## src/rtl/rgb_mixer_pkg.sv

```systemverilog
// Shared types and the saturating step helper for the RGB mixer update path.
package rgb_mixer_pkg;

  localparam int NUM_CH = 3;

  typedef logic [1:0] ch_idx_t;

  typedef enum logic {DIR_DOWN = 1'b0, DIR_UP = 1'b1} dir_t;

  // Values are carried zero-extended to 32 bits so one helper serves any WIDTH.
  function automatic logic [31:0] sat_step(input logic [31:0] val, input dir_t dir,
                                           input logic [31:0] step, input logic [31:0] maxv);
    logic [32:0] sum;
    if (dir == DIR_UP) begin
      sum = {1'b0, val} + {1'b0, step};
      return (sum > {1'b0, maxv}) ? maxv : sum[31:0];
    end
    return (val < step) ? 32'd0 : val - step;
  endfunction

endpackage

```

## src/rtl/rgb_update_sequencer_rr_arbiter3.sv

```systemverilog
// Three-way round-robin grant: first pending request at or after ptr, modulo 3.
module rr_arbiter3
  import rgb_mixer_pkg::*;
(
  input  logic [NUM_CH-1:0] req,
  input  ch_idx_t           ptr,
  output logic              grant_valid,
  output ch_idx_t           grant_idx
);

  ch_idx_t w_idx;

  function automatic ch_idx_t add_mod3(input ch_idx_t a, input logic [1:0] b);
    logic [2:0] s;
    s = {1'b0, a} + {1'b0, b};
    if (s >= 3'd3) s = s - 3'd3;
    return s[1:0];
  endfunction

  // Scan farthest-first so the nearest pending channel wins the last assignment.
  always_comb begin
    grant_valid = 1'b0;
    grant_idx   = '0;
    w_idx       = '0;
    for (int k = NUM_CH - 1; k >= 0; k--) begin
      w_idx = add_mod3(ptr, k[1:0]);
      if (req[w_idx]) begin
        grant_valid = 1'b1;
        grant_idx   = w_idx;
      end
    end
  end

endmodule

```

## src/rtl/rgb_update_sequencer.sv

```systemverilog
// Latches encoder step requests, applies them one per cycle to shadow duties and commits
// shadows to the PWM duties at frame wrap. Define STEP_ACCEL_EN for repeat-step acceleration.
module rgb_update_sequencer
  import rgb_mixer_pkg::*;
#(
  parameter int WIDTH     = 8,
  parameter int STEP_FAST = 4,
  parameter int ACCEL_WIN = 64
) (
  input  logic              clk,
  input  logic              reset,
  input  logic [NUM_CH-1:0] step_valid,
  input  logic [NUM_CH-1:0] step_dir,
  output logic [WIDTH-1:0]  duty0,
  output logic [WIDTH-1:0]  duty1,
  output logic [WIDTH-1:0]  duty2,
  output logic [WIDTH-1:0]  frame_cnt,
  output logic              frame_start,
  output logic              busy,
  output logic              drop_err
);

  localparam logic [31:0] MAXV = 32'((64'd1 << WIDTH) - 64'd1);

  logic [WIDTH-1:0]  r_shadow [NUM_CH];
  logic [WIDTH-1:0]  r_duty   [NUM_CH];
  logic [WIDTH-1:0]  r_frame;
  logic [NUM_CH-1:0] r_pend, r_pdir;
  logic [NUM_CH-1:0] w_pend_nxt, w_pdir_nxt;
  ch_idx_t           r_ptr, w_gidx;
  logic              w_gvld, r_drop, w_drop_set;
  logic [31:0]       w_step, w_sum;
  logic [WIDTH-1:0]  w_shadow_nxt;

  rr_arbiter3 u_arb (
    .req        (r_pend),
    .ptr        (r_ptr),
    .grant_valid(w_gvld),
    .grant_idx  (w_gidx)
  );

`ifdef STEP_ACCEL_EN
  localparam int CW = $clog2(ACCEL_WIN + 1);
  localparam logic [CW-1:0] ACC_MAX = CW'(ACCEL_WIN);

  logic [CW-1:0]     r_acnt [NUM_CH];
  logic [NUM_CH-1:0] r_ldir, r_lvld;

  // A fast step needs a previous granted step on this channel to compare against.
  always_comb begin
    w_step = 32'd1;
    if (w_gvld && r_lvld[w_gidx] && (r_ldir[w_gidx] == r_pdir[w_gidx]) &&
        (r_acnt[w_gidx] < ACC_MAX))
      w_step = 32'(STEP_FAST);
  end

  always_ff @(posedge clk) begin
    if (reset) begin
      r_ldir <= '0;
      r_lvld <= '0;
      for (int i = 0; i < NUM_CH; i++) r_acnt[i] <= '0;
    end else begin
      for (int i = 0; i < NUM_CH; i++) begin
        if (w_gvld && (w_gidx == ch_idx_t'(i))) begin
          r_acnt[i] <= '0;
          r_ldir[i] <= r_pdir[i];
          r_lvld[i] <= 1'b1;
        end else if (r_acnt[i] != ACC_MAX) begin
          r_acnt[i] <= r_acnt[i] + 1'b1;
        end
      end
    end
  end
`else
  assign w_step = 32'd1;
`endif

  assign w_sum        = sat_step(32'(r_shadow[w_gidx]), dir_t'(r_pdir[w_gidx]), w_step, MAXV);
  assign w_shadow_nxt = w_sum[WIDTH-1:0];

  // A pulse on the channel being granted this cycle replaces the consumed request.
  always_comb begin
    w_pend_nxt = r_pend;
    w_pdir_nxt = r_pdir;
    w_drop_set = 1'b0;
    for (int i = 0; i < NUM_CH; i++) begin
      if (w_gvld && (w_gidx == ch_idx_t'(i))) w_pend_nxt[i] = 1'b0;
      if (step_valid[i]) begin
        if (r_pend[i] && !(w_gvld && (w_gidx == ch_idx_t'(i)))) begin
          if (step_dir[i] == r_pdir[i]) w_drop_set    = 1'b1;
          else                          w_pend_nxt[i] = 1'b0;
        end else begin
          w_pend_nxt[i] = 1'b1;
          w_pdir_nxt[i] = step_dir[i];
        end
      end
    end
  end

  always_ff @(posedge clk) begin
    if (reset) begin
      r_frame <= '0;
      r_pend  <= '0;
      r_pdir  <= '0;
      r_ptr   <= '0;
      r_drop  <= 1'b0;
      for (int i = 0; i < NUM_CH; i++) begin
        r_shadow[i] <= '0;
        r_duty[i]   <= '0;
      end
    end else begin
      r_frame <= r_frame + 1'b1;
      r_pend  <= w_pend_nxt;
      r_pdir  <= w_pdir_nxt;
      if (w_drop_set) r_drop <= 1'b1;
      if (w_gvld) begin
        r_shadow[w_gidx] <= w_shadow_nxt;
        r_ptr            <= (w_gidx == 2'd2) ? 2'd0 : w_gidx + 2'd1;
      end
      // Commit sees the pre-update shadow; a same-edge grant waits for the next wrap.
      if (&r_frame) r_duty <= r_shadow;
    end
  end

  assign duty0       = r_duty[0];
  assign duty1       = r_duty[1];
  assign duty2       = r_duty[2];
  assign frame_cnt   = r_frame;
  assign frame_start = (r_frame == '0);
  assign busy        = |r_pend;
  assign drop_err    = r_drop;

endmodule

```

## config.mk

```make
export PLATFORM = sky130hd
export DESIGN_NAME = rgb_update_sequencer
export DESIGN_NICKNAME = d
export VERILOG_FILES = /design/src/rtl/rgb_mixer_pkg.sv /design/src/rtl/rgb_update_sequencer_rr_arbiter3.sv /design/src/rtl/rgb_update_sequencer.sv
export SDC_FILE = /design/constraint.sdc
export NUM_CORES = 1
export LEC_CHECK = 0
export CORE_MARGIN = 10
export CORE_UTILIZATION = 60
export DETAILED_ROUTE_END_ITERATION = 10
export PLACE_DENSITY_LB_ADDON = 0.2
export SYNTH_ARGS = -nofsm -noshare
export SYNTH_HDL_FRONTEND = slang
export SYNTH_SLANG_ARGS = --single-unit
```

## constraint.sdc

```tcl
create_clock -name clk -period 7.3 [get_ports clk]
set_input_delay 1.46 -clock clk [delete_from_list [all_inputs] [get_ports clk]]
set_output_delay 1.46 -clock clk [all_outputs]
set_load 0.02 [all_outputs]
```

# After elaboration in Yosys (flattened, before gate mapping)
# Cells that the tools add are included.
[classes]
add_sub_neg = 9
magnitude_cmp = 11
eq_ne = 5
mux = 50
n_bitwise = 4
n_reduce_logical = 17
[ops]
columns = ["op", "n"]
rows = [
  ["$mux W8", 7],
  ["$mux W1", 29],
  ["$bwmux W24", 1],
  ["$bmux W8 S2", 1],
  ["$demux W8 S2", 1],
  ["$mux W2", 7],
  ["$lt A2 B3 Y1 const B", 4],
  ["$add A8 B1 Y9 const B", 1],
  ["$gt A9 B8 Y1 const B", 1],
  ["$add A8 B1 Y8 const B", 1],
  ["$bmux W1 S2", 4],
  ["$logic_not A8 Y1", 1],
  ["$lt A8 B1 Y1 const B", 1],
  ["$reduce_and A8 Y1", 1],
  ["$sub A8 B1 Y8 const B", 1],
  ["$logic_and A1 B1 Y1", 7],
  ["$ge A3 B2 Y1 const B", 2],
  ["$reduce_and A2 Y1", 3],
  ["$sub A2 B2 Y2 const B", 3],
  ["$add A2 B1 Y3 const B", 1],
  ["$add A2 B2 Y3 const B", 1],
  ["$eq A1 B1 Y1", 3],
  ["$ge A3 B3 Y1 const B", 1],
  ["$logic_not A1 Y1", 3],
  ["other kinds (9)", 11],
]
[word_totals]
regBits = 65
out_inout_bits = 35
wordCells = 109

# Depth between registers and ports, before layout
[logic_depth]
depth_word = 20
ltp_mapped = 17

# Cells and area by module
# From an unflattened synthesis, not the netlist that was laid out.
[unflattened]
hier_cells = 413
area_unflattened_um2 = 3334.4
[modules_own_cells]
columns = ["module", "instances", "cells_each", "area_each_um2"]
rows = [
  ["rgb_update_sequencer", 1, 386, 3143.0],
  ["rr_arbiter3", 1, 27, 191.4],
]

# Worst setup path after synthesis
# Ideal clock, no wire load.
[synth_path]
path_kind = "reg2reg"
startpoint = "reg r_ptr[1]"
endpoint = "reg r_shadow[7] (netlist bit)"
setup_ps = 66
t_arrival_ps = 3629
required_time_ps = 7234
setup_slack_ps = 3605
path_stages_with_launch = 18
path_buffers = 3
cell_sequence = "dfxtp_1 inv_1 ha_1 buf_6 mux2_4 mux2_4 o221a_2 buf_2 mux2i_1 o2bb2ai_1 inv_2 ha_1 and3_4 buf_6 or4_1 a31oi_1 nand2_1 a21oi_2"
[synth_between]
elab_chain_cells = 18
[synth_lines]
columns = ["element", "line", "rtl"]
rows = [
  ["start, declared", "rgb_update_sequencer.sv:30", "ch_idx_t r_ptr, w_gidx;"],
  ["start signal, assigned", "rgb_update_sequencer.sv:118", "r_ptr <= (w_gidx == 2'd2) ? 2'd0 : w_gidx + 2'd1;"],
  ["$add A2 B2 Y3", "rgb_update_sequencer_rr_arbiter3.sv:15", "s = {1'b0, a} + {1'b0, b};"],
  ["$ge A3 B2 Y1 / $sub A2 B2 Y2 (equally long branches)", "rgb_update_sequencer_rr_arbiter3.sv:16", "if (s >= 3'd3) s = s - 3'd3;"],
  ["$mux W2", "rgb_update_sequencer_rr_arbiter3.sv:16", ""],
  ["$bmux W1 S2", "rgb_update_sequencer_rr_arbiter3.sv:27", "if (req[w_idx]) begin"],
  ["$mux W1 (not written as such)", "rgb_update_sequencer_rr_arbiter3.sv:27", ""],
  ["$mux W2 (3 in a row)", "rgb_update_sequencer_rr_arbiter3.sv:27", ""],
  ["$not A2 Y3 (not written as such)", "rgb_update_sequencer.sv:78, rgb_update_sequencer.sv:117", ""],
  ["$bmux W8 S2", "rgb_update_sequencer.sv:78", "assign w_sum = sat_step(32'(r_shadow[w_gidx]), dir_t'(r_pdir[w_gidx]), w_step, MAXV);"],
  ["$mux W8 (not written as such) (2 in a row)", "rgb_update_sequencer.sv:78", ""],
  ["$add A8 B1 Y9", "rgb_mixer_pkg.sv:15", "sum = {1'b0, val} + {1'b0, step};"],
  ["$gt A9 B8 Y1", "rgb_mixer_pkg.sv:16", "return (sum > {1'b0, maxv}) ? maxv : sum[31:0];"],
  ["$mux W8", "rgb_mixer_pkg.sv:16", ""],
  ["$mux W8", "rgb_mixer_pkg.sv:14", "if (dir == DIR_UP) begin"],
  ["$mux W8", "rgb_mixer_pkg.sv:18", "return (val < step) ? 32'd0 : val - step;"],
  ["$bwmux W24", "rgb_update_sequencer.sv:117", "r_shadow[w_gidx] <= w_shadow_nxt;"],
  ["end signal, assigned by index", "rgb_update_sequencer.sv:117", ""],
  ["end, declared", "rgb_update_sequencer.sv:25", "logic [WIDTH-1:0] r_shadow [NUM_CH];"],
]
# Parallel ways exist; a longest one is shown, timed or not. The select of a mux whose other input is x is not followed.
# A chain may end at the register's enable or synchronous reset.

# Worst setup path after layout
[layout_path]
startpoint = "reg r_ptr[0]"
endpoint = "reg r_shadow[5] (netlist bit)"
# The elaborated chain is that of the path after synthesis.

==> flow_summary.yaml <==
status:
  status: "finished, final reports clean"
finish:
  final_core_util_pct: 71.3
  fillers: 480
  seq_area_um2: 1300
  multiInputGateArea_um2: 2170
  areaGrowthSynthToFinish_pct: 15.6
  nNetsFinal: 492
  drive_above_1_share_pct: 8.09
  antenna_cells: 0
synth:
  avgSynthCellArea_um2: 8.14
  synthAdderAreaFrac_pct: 2.40
  synth.largest_area_cell: "dfxtp_1"
  async_flop_share_pct: 0
  ys_warn_count: 0
  synth_top_family_by_area: "simple AND/OR/NAND/NOR gates"
  syn_inst: 449
  seq_area_frac_synth_pct: 35.6
  synthTopCellsByArea: "dfxtp_1 36%, nand2_1 8.1%, a21oi_1 6.3%, mux2i_1 6.3%, nor2_1 3.9%"
  synthSimpleGateAreaFrac_pct: 24.9
  synth_most_common_cell: "nand2_1"
  synthMuxAreaShare_pct: 7.91
  ys_ff_latch: 65
  synth_xor_area_share_pct: 1.92
  synthesis.nets: 464
  yosys-top-cells-count: "79 x nand2_1, 65 x dfxtp_1, 46 x a21oi_1"
  ys_dominant_reg_cell: "dfxtp_1"
  syn_area_um2: 3650
  synth_cell_types: 69
  synth_top_area_share_pct: 35.6
  synth_edf_count: 0
  synth_compound_gate_area_share_pct: 22.2
die:
  die_w_um: 98.0
  dieArea_um2: 9610
  coreArea_um2: 5920
  fp.dieH_um: 98.0
  io_pins: 43
  placementRows: 28
  start_util_pct: 61.7
min_path:
  hold_start: "duty1[6]"
  hold_class: "flop to flop"
sta:
  hold_viol_final: 0
  layout_min_cycle_time_ps: 4310
  rsz0062_at_grt: "no"
  fmax_mhz: 232
  timing.slew.headroom_pct: 24.0
  slew_viol_final: 0
  setup_viol: 0
  tns_ps: 0
  fin_skew_ps: 6.78
  worst_pin_slew_ps: 1140
  finalCritPeriodShare_pct: 59.0
setup_path:
  critPathLaunch: "r_ptr[0]"
  crit_family: "simple AND/OR/NAND/NOR gates"
  slowest_delay_ps: 520
  worstReg2RegStart: "r_ptr[0]"
  critPathLaunchType: "flop"
  critPathArrivalTime_ps: 4560
  worst-path-buf-inv: 1
  cp_data_required_time_ps: 7550
  crit_path_top_delay_cell: "ha_1"
  reg2reg_slack_ps: 2990
  setup.worst_path.end_class: "flop"
  cp_max_fo: 11
  path_common_cell: "ha_1"
  worst-setup-path-type: "flop to flop"
  path_cells: "inv_1, ha_1, or3b_4, a221o_1, o21a_1, nor2_4, o2bb2ai_1, ha_1, o21ai_0, and2b_1, nand2_1, and4b_1, or3_1, a21oi_1"
cts:
  h-tree-depth: 3
  cts_tree: "done"
  cts_resized: 0
  clock_latency_ps: 340
  clockBufferDepth: 2
  path_clk_slew_ps: 80
  clock-root-buffer: "clkbuf_8"
  cts_sinks: 65
  post_cts_buffers: 0
  cts_hold_buf: 0
  cts_made_buffers: 9
power_and_ir_drop:
  p_leak_nw: 1.55
  swShare_pct: 46.4
  p_per_area_nw_per_um2: 421
  p_int_mw: 0.953
  ir_drop_mv: 0.360
  p_sw_mw: 0.825
  clkPwrFrac_pct: 17.1
  p_comb_share_pct: 56.0
  power_frac_seq_pct: 27.0
route:
  drtPass1Iterations: 4
  wl_per_cell_um: 17.0
  via_count: 3426
  drc: 0
  viasPerCell: 6.15
  dr.first_iter.drc_count: 267
  routed_wl_um: 9460
  drtAntennaViolNets: 0
place:
  io_buffer_count: 42
  finalWeightedCongestion: 0.942
  dp_hpwl_um: 6830
global_route:
  antenna_found_initial: 0
  grt_max_degree: 67
  grt_use_total_pct: 19.1
  grt_pass1_vias: 3150
  grt_remaining_overflow: 0
  grt_pass1_wl_um: 15700
flow_run:
  maxCapViolCount: 0
==> power by group through the flow <==
stage / Combinational [mW] / Sequential (mW) / Clock, mW
after floorplan: 0.819 / 0.458 / 0
after global placement: 0.972 / 0.483 / 0
after detailed placement: 0.976 / 0.484 / 0
after CTS: 0.981 / 0.476 / 0.304
after global routing: 1.10 / 0.485 / 0.321
final: 0.995 / 0.479 / 0.304
==> tightest hold or removal path, stage by stage, from the launching register on <==
cell,delay [ps]
dfxtp_1,310
nand2_1,50
a21oi_1,50
==> final timing paths <==
check,to,depth (start not counted)
setup reg to reg,r_shadow[5],14
setup / recovery,r_shadow[5],14
hold reg to reg,duty1[6],2
hold / removal,duty1[6],2
==> area by class of cell <==
cell class | count | area share [%]
well taps | 75 | 2.22
clock inverters | 7 | 1.63
clock buffers | 9 | 2.93
flip-flops and latches | 65 | 30.8
repair buffers | 44 | 10.2
multi-input cells | 347 | 51.3
inverters | 10 | 0.889
==> state kept, by name (all words and copies together) (netlist names), 2 cells and up <==
signal and flops:
duty0 8, r_pend 3, r_shadow 24, frame_cnt 8, duty1 8, duty2 8, r_pdir 3, r_ptr 2
==> stage by stage <==
step	total power, mW	area, µm²	hold slack (ps)	worst slack, ps	std cells
3_3_place_gp	1.45	4030	439	3230	541
5_1_grt	1.90	4220	478	2580	557
3_5_place_dp	1.46	4030	445	3060	541
6_report	1.78	4220	458	2990	557
2_1_floorplan	1.28	3650	448	3610	449
4_1_cts	1.76	4220	461	3040	557
==> routing by layer <==
| layer | GRT usage, % | vias to the layer above | share of wire, % |
|---|---|---|---|
| li1 | - | 1672 | - |
| met1 | 26.4 | 1622 | 46 |
| met2 | 27.5 | 120 | 43 |
| met3 | 5.71 | 12 | 9.0 |
| met4 | 6.38 | 0 | 1.5 |
| met5 | 0 | - | 0 |
==> cell families after synthesis <==
logic type      after synthesis
compound gates              116
buf+inv                      37
simple gates                189
fa+ha+maj                     7
mux                          27
flops                        65
xor+xnor                      8
==> layout by cell type (no fill, tap or decap), types with 3 or more instances in the layout <==
cell	count
xor2_1	3
or4_1	4
inv_1	9
o2bb2ai_1	5
or3_1	11
xnor2_1	5
mux2i_1	23
mux2_4	3
o21ai_0	11
nand3_1	12
clkinv_2	3
clkdlybuf4s50_1	41
o2111ai_1	3
o22ai_1	4
a2bb2oi_1	5
and3_1	7
nor2b_1	5
a211oi_1	5
o211ai_1	3
ha_1	7
nor3_1	8
nand4_1	4
nand2b_1	5
nand2_1	79
dfxtp_1	65
clkbuf_8	9
a21o_1	3
a21oi_1	46
a31oi_1	4
nor2_1	38
Note: power is estimated with default switching activity, not from simulation.
